[src/rtl/usb_rx_pkg.sv]
// Shared USB full-speed receive timing constants, used by the bit timer,
// shift register and receive control unit.
package usb_rx_pkg;

    localparam int unsigned CLKS_PER_BIT  = 8;
    localparam int unsigned SAMPLE_POINT  = 3;
    localparam int unsigned STUFF_LEN     = 6;
    localparam int unsigned BITS_PER_BYTE = 8;

endpackage

[src/rtl/flex_counter.sv]
// Generic up-counter with synchronous clear and a programmable rollover value;
// wraps to 0 after reaching rollover_val.
module flex_counter #(
    parameter int unsigned NUM_CNT_BITS = 4
) (
    input  logic                    clk,
    input  logic                    n_rst,
    input  logic                    clear,
    input  logic                    count_enable,
    input  logic [NUM_CNT_BITS-1:0] rollover_val,
    output logic [NUM_CNT_BITS-1:0] count_out,
    output logic                    rollover_flag
);

    assign rollover_flag = (count_out == rollover_val);

    always_ff @(posedge clk or negedge n_rst) begin
        if (!n_rst)
            count_out <= '0;
        else if (clear)
            count_out <= '0;
        else if (count_enable)
            count_out <= rollover_flag ? '0 : count_out + NUM_CNT_BITS'(1);
    end

endmodule

[src/rtl/usb_rx_timer.sv]
// USB full-speed receive bit timer: recovers bit phase from line edges, strobes
// the shift register once per data bit, strips stuffed bits and flags violations.
module usb_rx_timer
    import usb_rx_pkg::*;
(
    input  logic clk,
    input  logic n_rst,
    input  logic rcving,
    input  logic d_edge,
    input  logic d_orig,
    output logic shift_en,
    output logic byte_rcvd,
    output logic stuff_err
);

    localparam int unsigned PHASE_W = $clog2(CLKS_PER_BIT);
    localparam int unsigned ONES_W  = $clog2(STUFF_LEN + 1);
    localparam int unsigned BIT_W   = $clog2(BITS_PER_BYTE);

    localparam logic [PHASE_W-1:0] PHASE_LAST   = PHASE_W'(CLKS_PER_BIT - 1);
    localparam logic [PHASE_W-1:0] PHASE_SAMPLE = PHASE_W'(SAMPLE_POINT);
    localparam logic [ONES_W-1:0]  ONES_MAX     = ONES_W'(STUFF_LEN);
    localparam logic [BIT_W-1:0]   BIT_LAST     = BIT_W'(BITS_PER_BYTE - 1);

    logic [PHASE_W-1:0] phase;
    logic [ONES_W-1:0]  ones_cnt;
    logic [BIT_W-1:0]   bit_cnt;
    logic               sample;
    logic               stuffed;
    logic               byte_last;

    // Sampling decodes the current phase, so an edge landing on the sample
    // point still samples before the phase reloads.
    assign sample   = rcving && (phase == PHASE_SAMPLE);
    assign stuffed  = (ones_cnt == ONES_MAX);
    assign shift_en = sample && !stuffed;

    // The edge cycle itself is phase 0, hence the reload to 1.
    always_ff @(posedge clk or negedge n_rst) begin
        if (!n_rst)
            phase <= '0;
        else if (d_edge)
            phase <= PHASE_W'(1);
        else if (!rcving)
            phase <= '0;
        else if (phase == PHASE_LAST)
            phase <= '0;
        else
            phase <= phase + PHASE_W'(1);
    end

    always_ff @(posedge clk or negedge n_rst) begin
        if (!n_rst)
            ones_cnt <= '0;
        else if (!rcving)
            ones_cnt <= '0;
        else if (sample) begin
            if (stuffed || !d_orig)
                ones_cnt <= '0;
            else
                ones_cnt <= ones_cnt + ONES_W'(1);
        end
    end

    always_ff @(posedge clk or negedge n_rst) begin
        if (!n_rst)
            stuff_err <= 1'b0;
        else if (!rcving)
            stuff_err <= 1'b0;
        else if (sample && stuffed && d_orig)
            stuff_err <= 1'b1;
    end

    flex_counter #(
        .NUM_CNT_BITS(BIT_W)
    ) u_bit_cnt (
        .clk          (clk),
        .n_rst        (n_rst),
        .clear        (!rcving),
        .count_enable (shift_en),
        .rollover_val (BIT_LAST),
        .count_out    (bit_cnt),
        .rollover_flag(byte_last)
    );

    always_ff @(posedge clk or negedge n_rst) begin
        if (!n_rst)
            byte_rcvd <= 1'b0;
        else
            byte_rcvd <= shift_en && byte_last;
    end

endmodule
[config.mk]
export PLATFORM = sky130hd
export DESIGN_NAME = usb_rx_timer
export DESIGN_NICKNAME = d
export VERILOG_FILES = /design/src/rtl/usb_rx_pkg.sv /design/src/rtl/flex_counter.sv /design/src/rtl/usb_rx_timer.sv
export SDC_FILE = /design/constraint.sdc
export NUM_CORES = 1
export LEC_CHECK = 0
export ABC_CLOCK_PERIOD_IN_PS = 4500
export CORE_AREA = 2 2 39 41
export CTS_CLUSTER_SIZE = 25
export DETAILED_ROUTE_END_ITERATION = 16
export DIE_AREA = 0 0 41 43
export PLACE_DENSITY = 0.72
export SLEW_MARGIN = 20
export SYNTH_ARGS = -nofsm -noshare
export SYNTH_HDL_FRONTEND = slang
export SYNTH_SLANG_ARGS = --single-unit
[constraint.sdc]
create_clock -name clk -period 4.5 [get_ports clk]
set_input_delay 1.35 -clock clk [delete_from_list [all_inputs] [get_ports clk]]
set_output_delay 1.35 -clock clk [all_outputs]
set_load 0.01 [all_outputs]
---- Yosys cells after proc, flatten, opt, wreduce, memory -nomap -nowiden ----
Cells that the tools add are included.
cells by class
  add/sub/neg operators ................... 3
  multiply operators ...................... 0
  div/mod/pow operators ................... 0
  order comparisons ....................... 0
  equal/unequal tests ..................... 7
  shifts and indexed selects .............. 0
  mux-type cells .......................... 11
  bitwise gates (word level) .............. 0
  reduce and logical (&&, ||, !) cells .... 8
operators by type and width
  cell                   count
  $mux W3                9
  $add A3 B1 Y3 const B  3
  $eq A3 B3 Y1 const B   3
  $ne A2 B1 Y1 const B   3
  $logic_and A1 B1 Y1    5
  $eq A3 B2 Y1 const B   1
  $logic_not A1 Y1       2
  $mux W1                2
  $logic_or A1 B1 Y1     1
storage, ports and cells
  bits in registers ....................... 11
  latch bits .............................. 0
  bits in writable memories ............... 0
  memory bits (read-only) ................. 0
  bits of input ports ..................... 5
  output and inout bits ................... 3
  word-level logic and storage cells ...... 34
  memories ................................ 0

---- Depth between registers and ports, before layout ----
Gate-level depths: netlist (run 1).
  word-level depth ........................ 6
  depth in mapped cells ................... 6
  depth with buffers taken out ............ 5

---- Modules after synthesis ----
A second synthesis (run 1) with hierarchy kept.
unflattened totals
  cell total of the unflattened synthesis .. 56
  area total of the unflattened synthesis .. 608.1 um2
modules (own cells, without submodules)
  module        times used  cells each  area each (um2)
  usb_rx_timer  1           36          409.1
  flex_counter  1           20          198.9

---- Least setup slack after synthesis (run 1) ----
OpenSTA, ideal clock, no wires.
  path kind ............................... input -> output
  start ................................... in rcving
  end ..................................... out shift_en
  arrival ................................. 1861 ps
  required time ........................... 3150 ps
  slack ................................... 1289 ps
  stages .................................. 4
  path buffers ............................ 2
  cells stage by stage .................... buf_6 and2_4 buf_6 and2_4
between the ends
  cells in the longest elaborated chain, start to end .. 2
RTL lines
  what                 line                source
  from (decl)          usb_rx_timer.sv:8   input logic rcving,
  $logic_and A1 B1 Y1  usb_rx_timer.sv:34  assign sample = rcving && (phase == PHASE_SAMPLE);
  $logic_and A1 B1 Y1  usb_rx_timer.sv:36  assign shift_en = sample && !stuffed;
  to (decl)            usb_rx_timer.sv:11  output logic shift_en,
No other way between the ends.

---- Worst setup path in the final report (run 1) ----
Ends and elaborated chain as after synthesis.

==> impl_metrics.py, run 1 <==
metrics = {
    "global_routing": {
        "grt_usage": 0.149,
        "antenna_found_initial": 0,
        "grt_pass1_vias": 410,
        "grt_pass1_wl_um": 1800,
        "globalRouteOverflowTotal": 0,
        "grt_max_degree": 12,
    },
    "status": {
        "status": "finished, final reports clean",
    },
    "critical_path": {
        "crit_path_end_kind": "output port",
        "path_class": "input pin to output port",
        "cp.arrival_ns": 2.68,
        "critPathMaxFanout": 7,
        "critPathLaunchType": "input pin",
        "worstPathRequired_ns": 3.15,
    },
    "placement": {
        "placed_area_sq_um": 658,
        "dp_slack_ns": 0.468,
        "dpl.hpwl_um": 731,
        "place_congestion": 0.671,
        "io_buffers": 7,
    },
    "yosys": {
        "yosysTopAreaCell": "dfrtp_1",
        "syn-instance-count": 54,
        "synth_top_cell_area_share": 0.472,
        "ys_top_cells_by_count": "dfrtp_1, ha_1, nand2_1",
        "synth_edf_count": 0,
        "post-synth-top-count-cell": "dfrtp_1",
        "yosysUniqueCellTypes": 20,
        "async_flop_share": 1.00,
        "ys_ff_latch": 11,
        "ys.flop_type": "dfrtp_1",
        "synthTopCellsByArea": "dfrtp_1, ha_1, buf_6",
        "syn_nets": 66,
        "ys_seq_area_frac": 0.472,
        "yosys_warnings": 0,
        "syn_area_sq_um": 583,
        "avgSynthCellArea_sq_um": 10.8,
    },
    "route": {
        "viasPerCell": 5.09,
        "drc_errors": 0,
        "wl_per_cell_um": 12.1,
        "drt_iter0_drc": 0,
        "dr_total_vias": 407,
        "finalWirelength_um": 968,
        "dr.pass1.iters": 1,
        "drtAntennaViolNets": 0,
    },
    "cells_and_area": {
        "syn_to_final_growth_pct": 17.4,
        "fin_nets": 77,
        "post-route-util": 0.495,
        "drive_above_1_share": 0.109,
        "fin_area_sq_um": 684,
        "antenna_cells": 0,
    },
    "clock_network": {
        "h-tree-depth": 1,
        "post_cts_buffers": 0,
        "ctsHoldBuffers": 0,
        "insertion_delay_ns": 0.26,
        "cts_resized": 0,
        "clock_sinks": 11,
        "cts_buffer_depth": 2,
        "ctsRootBufferMaster": "clkbuf_4",
        "cts_tree": "done",
        "numCtsBuffers": 3,
        "clk_pin_slew_ns": 0.07,
    },
    "sta": {
        "rsz0062_at_grt": "false",
        "setup_tns_ns": 0,
        "period_share": 0.896,
        "fmax_mhz": 248,
        "slew-limit-headroom": 0.684,
        "finalClockSkew_ns": 0.00530,
        "slew_violations": 0,
        "fin_ws_ns": 0.467,
        "finalSetupViolations": 0,
        "finalHoldViolations": 0,
        "period_needed_ns": 4.03,
        "tightest_slew_ns": 0.473,
    },
    "floorplanning": {
        "io_pins": 8,
        "fp.dieH_um": 43,
        "die_x_um": 41,
        "start_util": 0.421,
        "die_area_sq_um": 1760,
        "core_area_sq_um": 1380,
        "fp-row-count": 14,
    },
    "pwr": {
        "worst_ir_drop_vdd_v": 0.000133,
        "total_power_mw": 0.186,
        "p_leak_nw": 0.323,
        "p_per_area_nw_per_um2": 272,
    },
    "worst_hold_path": {
        "hold_class": "register to register",
    },
    "flow_run": {
        "cap_violations": 0,
    },
}
-- routing by layer --
layer / vias to the layer above / part of all wire / GRT usage
met1: 196 / 0.49 / 0.208
met4: 0 / 0.020 / 0.0800
li1: 204 / - / -
met3: 2 / 0.018 / 0.0157
met2: 5 / 0.47 / 0.219
met5: - / 0 / 0
-- sequential cells by signal, indices dropped and copies added (netlist names) --
name	cells
ones_cnt	3
phase	3
u_bit_cnt.count_out	3
byte_rcvd	1
stuff_err	1
-- per-stage QoR --
step           std cells  hold WS, ns
2_1_floorplan         54        0.479
3_3_place_gp          76        0.482
3_5_place_dp          76        0.480
4_1_cts               80        0.496
5_1_grt               80        0.537
6_report              80        0.493
-- power by group --
part           switching [mW]  total [mW]  internal (mW)
clock network          0.0332      0.0674         0.0342
registers             0.00124       0.102          0.101
logic                 0.00809      0.0169        0.00883
total                  0.0425       0.186          0.144
-- path summary, 6_finish.rpt --
check | cells past startpoint | from | endpoint | slack, ns
max in group asynchronous | 1 | n_rst | stuff_err | 2.77
worst min register to register | 1 | stuff_err | stuff_err | 0.49
min in group asynchronous | 1 | n_rst | byte_rcvd | 1.40
worst min-delay path | 1 | stuff_err | stuff_err | 0.49
worst max-delay path | 4 | rcving | shift_en | 0.47
worst max register to register | 5 | phase[0] | u_bit_cnt.count_out[0] | 3.05
-- worst max-delay path, cell delays in order --
cell and delay (ns):
clkdlybuf4s50_1 0.47, and2_4 0.18, and2_4 0.15, clkdlybuf4s50_1 0.52
-- layout make-up --
type | count | area, sq um
Fill cell | 132 | 699
Clock buffer | 4 | 26.3
Tap cell | 16 | 20.0
Timing Repair Buffer | 8 | 77.6
Multi-Input combinational cell | 38 | 274
Inverter | 3 | 11.3
Sequential cell | 11 | 275
-- placed cells by master (no fill, tap or decap), drive strengths merged --
master / netlist / layout
nor2b: 1 / 1
ha: 7 / 7
nor3b: 2 / 2
buf: 2 / 1
nor4bb: 1 / 1
nand2: 6 / 6
and3: 1 / 1
a21bo: 1 / 1
clkbuf: 0 / 4
inv: 3 / 3
a21boi: 2 / 2
nand4b: 1 / 1
a21o: 1 / 1
nor2: 3 / 3
o21ai: 5 / 5
o21a: 1 / 1
nand3: 4 / 4
and2: 2 / 2
clkdlybuf4s50: 0 / 7
dfrtp: 11 / 11
-- cells by family after synthesis --
logic type,share of synthesized area
AOI/OAI and AO/OA,0.118
adders and majority gates,0.150
buffers and inverters,0.0579
DFF,0.472
and+or+nand+nor,0.202
No activity file was read; power rests on OpenSTA's default activity.
==> run 2: changes to the inputs <==
--- a/config.mk
+++ b/config.mk
@@ -10,7 +10,7 @@
 export CTS_CLUSTER_SIZE = 25
 export DETAILED_ROUTE_END_ITERATION = 16
 export DIE_AREA = 0 0 41 43
-export PLACE_DENSITY = 0.72
+export PLACE_DENSITY_LB_ADDON = 0.15
 export SLEW_MARGIN = 20
 export SYNTH_ARGS = -nofsm -noshare
 export SYNTH_HDL_FRONTEND = slang
==> impl_metrics.py, run 2 (synthesis results as in run 1) <==
metrics = {
    "clock_network": {
        "cts_resized": 0,
        "cts_tree": "done",
        "ctsHoldBuffers": 0,
        "insertion_delay_ns": 0.27,
        "h-tree-depth": 1,
        "ctsRootBufferMaster": "clkbuf_4",
        "cts_buffer_depth": 2,
        "clk_pin_slew_ns": 0.07,
        "post_cts_buffers": 0,
        "clock_sinks": 11,
        "numCtsBuffers": 3,
    },
    "sta": {
        "rsz0062_at_grt": "false",
        "tightest_slew_ns": 0.474,
        "slew_violations": 0,
        "slew-limit-headroom": 0.683,
        "setup_tns_ns": 0,
        "whs_ns": 0.504,
        "finalClockSkew_ns": 0.00318,
        "period_needed_ns": 4.03,
        "finalSetupViolations": 0,
        "period_share": 0.896,
        "finalHoldViolations": 0,
        "fmax_mhz": 248,
    },
    "floorplanning": {
        "die_x_um": 41,
        "io_pins": 8,
        "fp.dieH_um": 43,
        "fp-row-count": 14,
        "start_util": 0.421,
        "core_area_sq_um": 1380,
        "die_area_sq_um": 1760,
    },
    "critical_path": {
        "cp.arrival_ns": 2.68,
        "worst_path_dominant_cell_family": "buffers and inverters",
        "path_class": "input pin to output port",
        "cp_cell_sequence": "clkdlybuf4s50_1 > and2_4 > and2_4 > clkdlybuf4s50_1",
        "crit_slowest_cell": "clkdlybuf4s50_1",
        "critPathMaxStageDelay_ns": 0.53,
        "critPathMaxFanout": 7,
        "worstPathRequired_ns": 3.15,
        "crit_cells": 4,
        "crit_path_end_kind": "output port",
        "critPathLaunchType": "input pin",
        "critical_path_buf_inv_count": 2,
        "worst-r2r-cell-count": 5,
    },
    "global_routing": {
        "grt_max_degree": 12,
        "antenna_found_initial": 0,
        "grt_pass1_vias": 377,
        "grt_usage": 0.132,
        "globalRouteOverflowTotal": 0,
        "grt_pass1_wl_um": 1530,
    },
    "route": {
        "drc_errors": 0,
        "finalWirelength_um": 900,
        "wl_per_cell_um": 11.3,
        "drtAntennaViolNets": 0,
        "viasPerCell": 4.88,
        "dr_total_vias": 390,
        "drt_iter0_drc": 3,
        "dr.pass1.iters": 2,
    },
    "cells_and_area": {
        "final_common_cell": "dfrtp_1",
        "syn_to_final_growth_pct": 17.4,
        "mostFrequentLayoutCells": "dfrtp_1, ha_1, clkdlybuf4s50_1, nand2_1, nand3_1",
        "fin_nets": 77,
        "n_fill_cell": 132,
        "drive_above_1_share": 0.109,
        "antenna_cells": 0,
        "reg_top3": "ones_cnt x3, phase x3, u_bit_cnt.count_out x3",
        "post-route-util": 0.495,
    },
    "pwr": {
        "p_leak_nw": 0.323,
        "worst_ir_drop_vdd_v": 0.000143,
        "p_per_area_nw_per_um2": 271,
    },
    "worst_hold_path": {
        "hold_path_depth": 1,
        "hold_class": "register to register",
    },
    "placement": {
        "place_congestion": 0.660,
        "dpl.hpwl_um": 690,
        "io_buffers": 7,
    },
    "status": {
        "status": "finished, final reports clean",
    },
    "flow_run": {
        "cap_violations": 0,
    },
}
==> run 2: cell counts in the layout (fill, tap and decap cells not counted) <==
Identical to the previous run, type by type.
==> run 2: worst register-to-register path, stage by stage, from the launching register on <==
cell	delay (ns)
dfrtp_1	0.39
ha_1	0.22
ha_1	0.24
and2_4	0.20
a21bo_1	0.20
a21boi_2	0.14
==> run 2: cell type report <==
class | count | area, sq um | area share
well taps | 16 | 20.0 | 0.0293
clock buffers | 4 | 26.3 | 0.0384
inverters | 3 | 11.3 | 0.0165
repair buffers | 8 | 77.6 | 0.113
flip-flops and latches | 11 | 275 | 0.402
multi-input cells | 38 | 274 | 0.400
==> run 2: per-stage QoR <==
stage / power, mW / instance area (sq um) / instances / setup WS (ns)
after floorplan: 0.113 / 583 / 54 / 1.29
final: 0.186 / 684 / 80 / 0.468
after CTS: 0.186 / 684 / 80 / 0.468
after global placement: 0.121 / 658 / 76 / 0.483
after global routing: 0.194 / 684 / 80 / 0.421
after detailed placement: 0.121 / 658 / 76 / 0.473
==> run 2: worst paths after layout <==
path	startpoint	endpoint	slack, ns
worst min register to register	stuff_err	stuff_err	0.50
max in group asynchronous	n_rst	ones_cnt[1]	2.78
worst max register to register	phase[0]	u_bit_cnt.count_out[0]	3.03
worst min-delay path	stuff_err	stuff_err	0.50
worst max-delay path	rcving	shift_en	0.47
min in group asynchronous	n_rst	phase[2]	1.40
==> run 2: report_power, final <==
group,switching (mW),internal (mW)
combinational,0.00776,0.00887
sequential,0.00132,0.101
clock,0.0325,0.0344
==> run 2: routing by layer <==
metal | vias up | GRT usage | part of all wire
met1 | 174 | 0.191 | 0.50
li1 | 205 | - | -
met5 | - | 0 | 0
met3 | 2 | 0.0314 | 0.057
met2 | 9 | 0.172 | 0.42
met4 | 0 | 0.0800 | 0.021
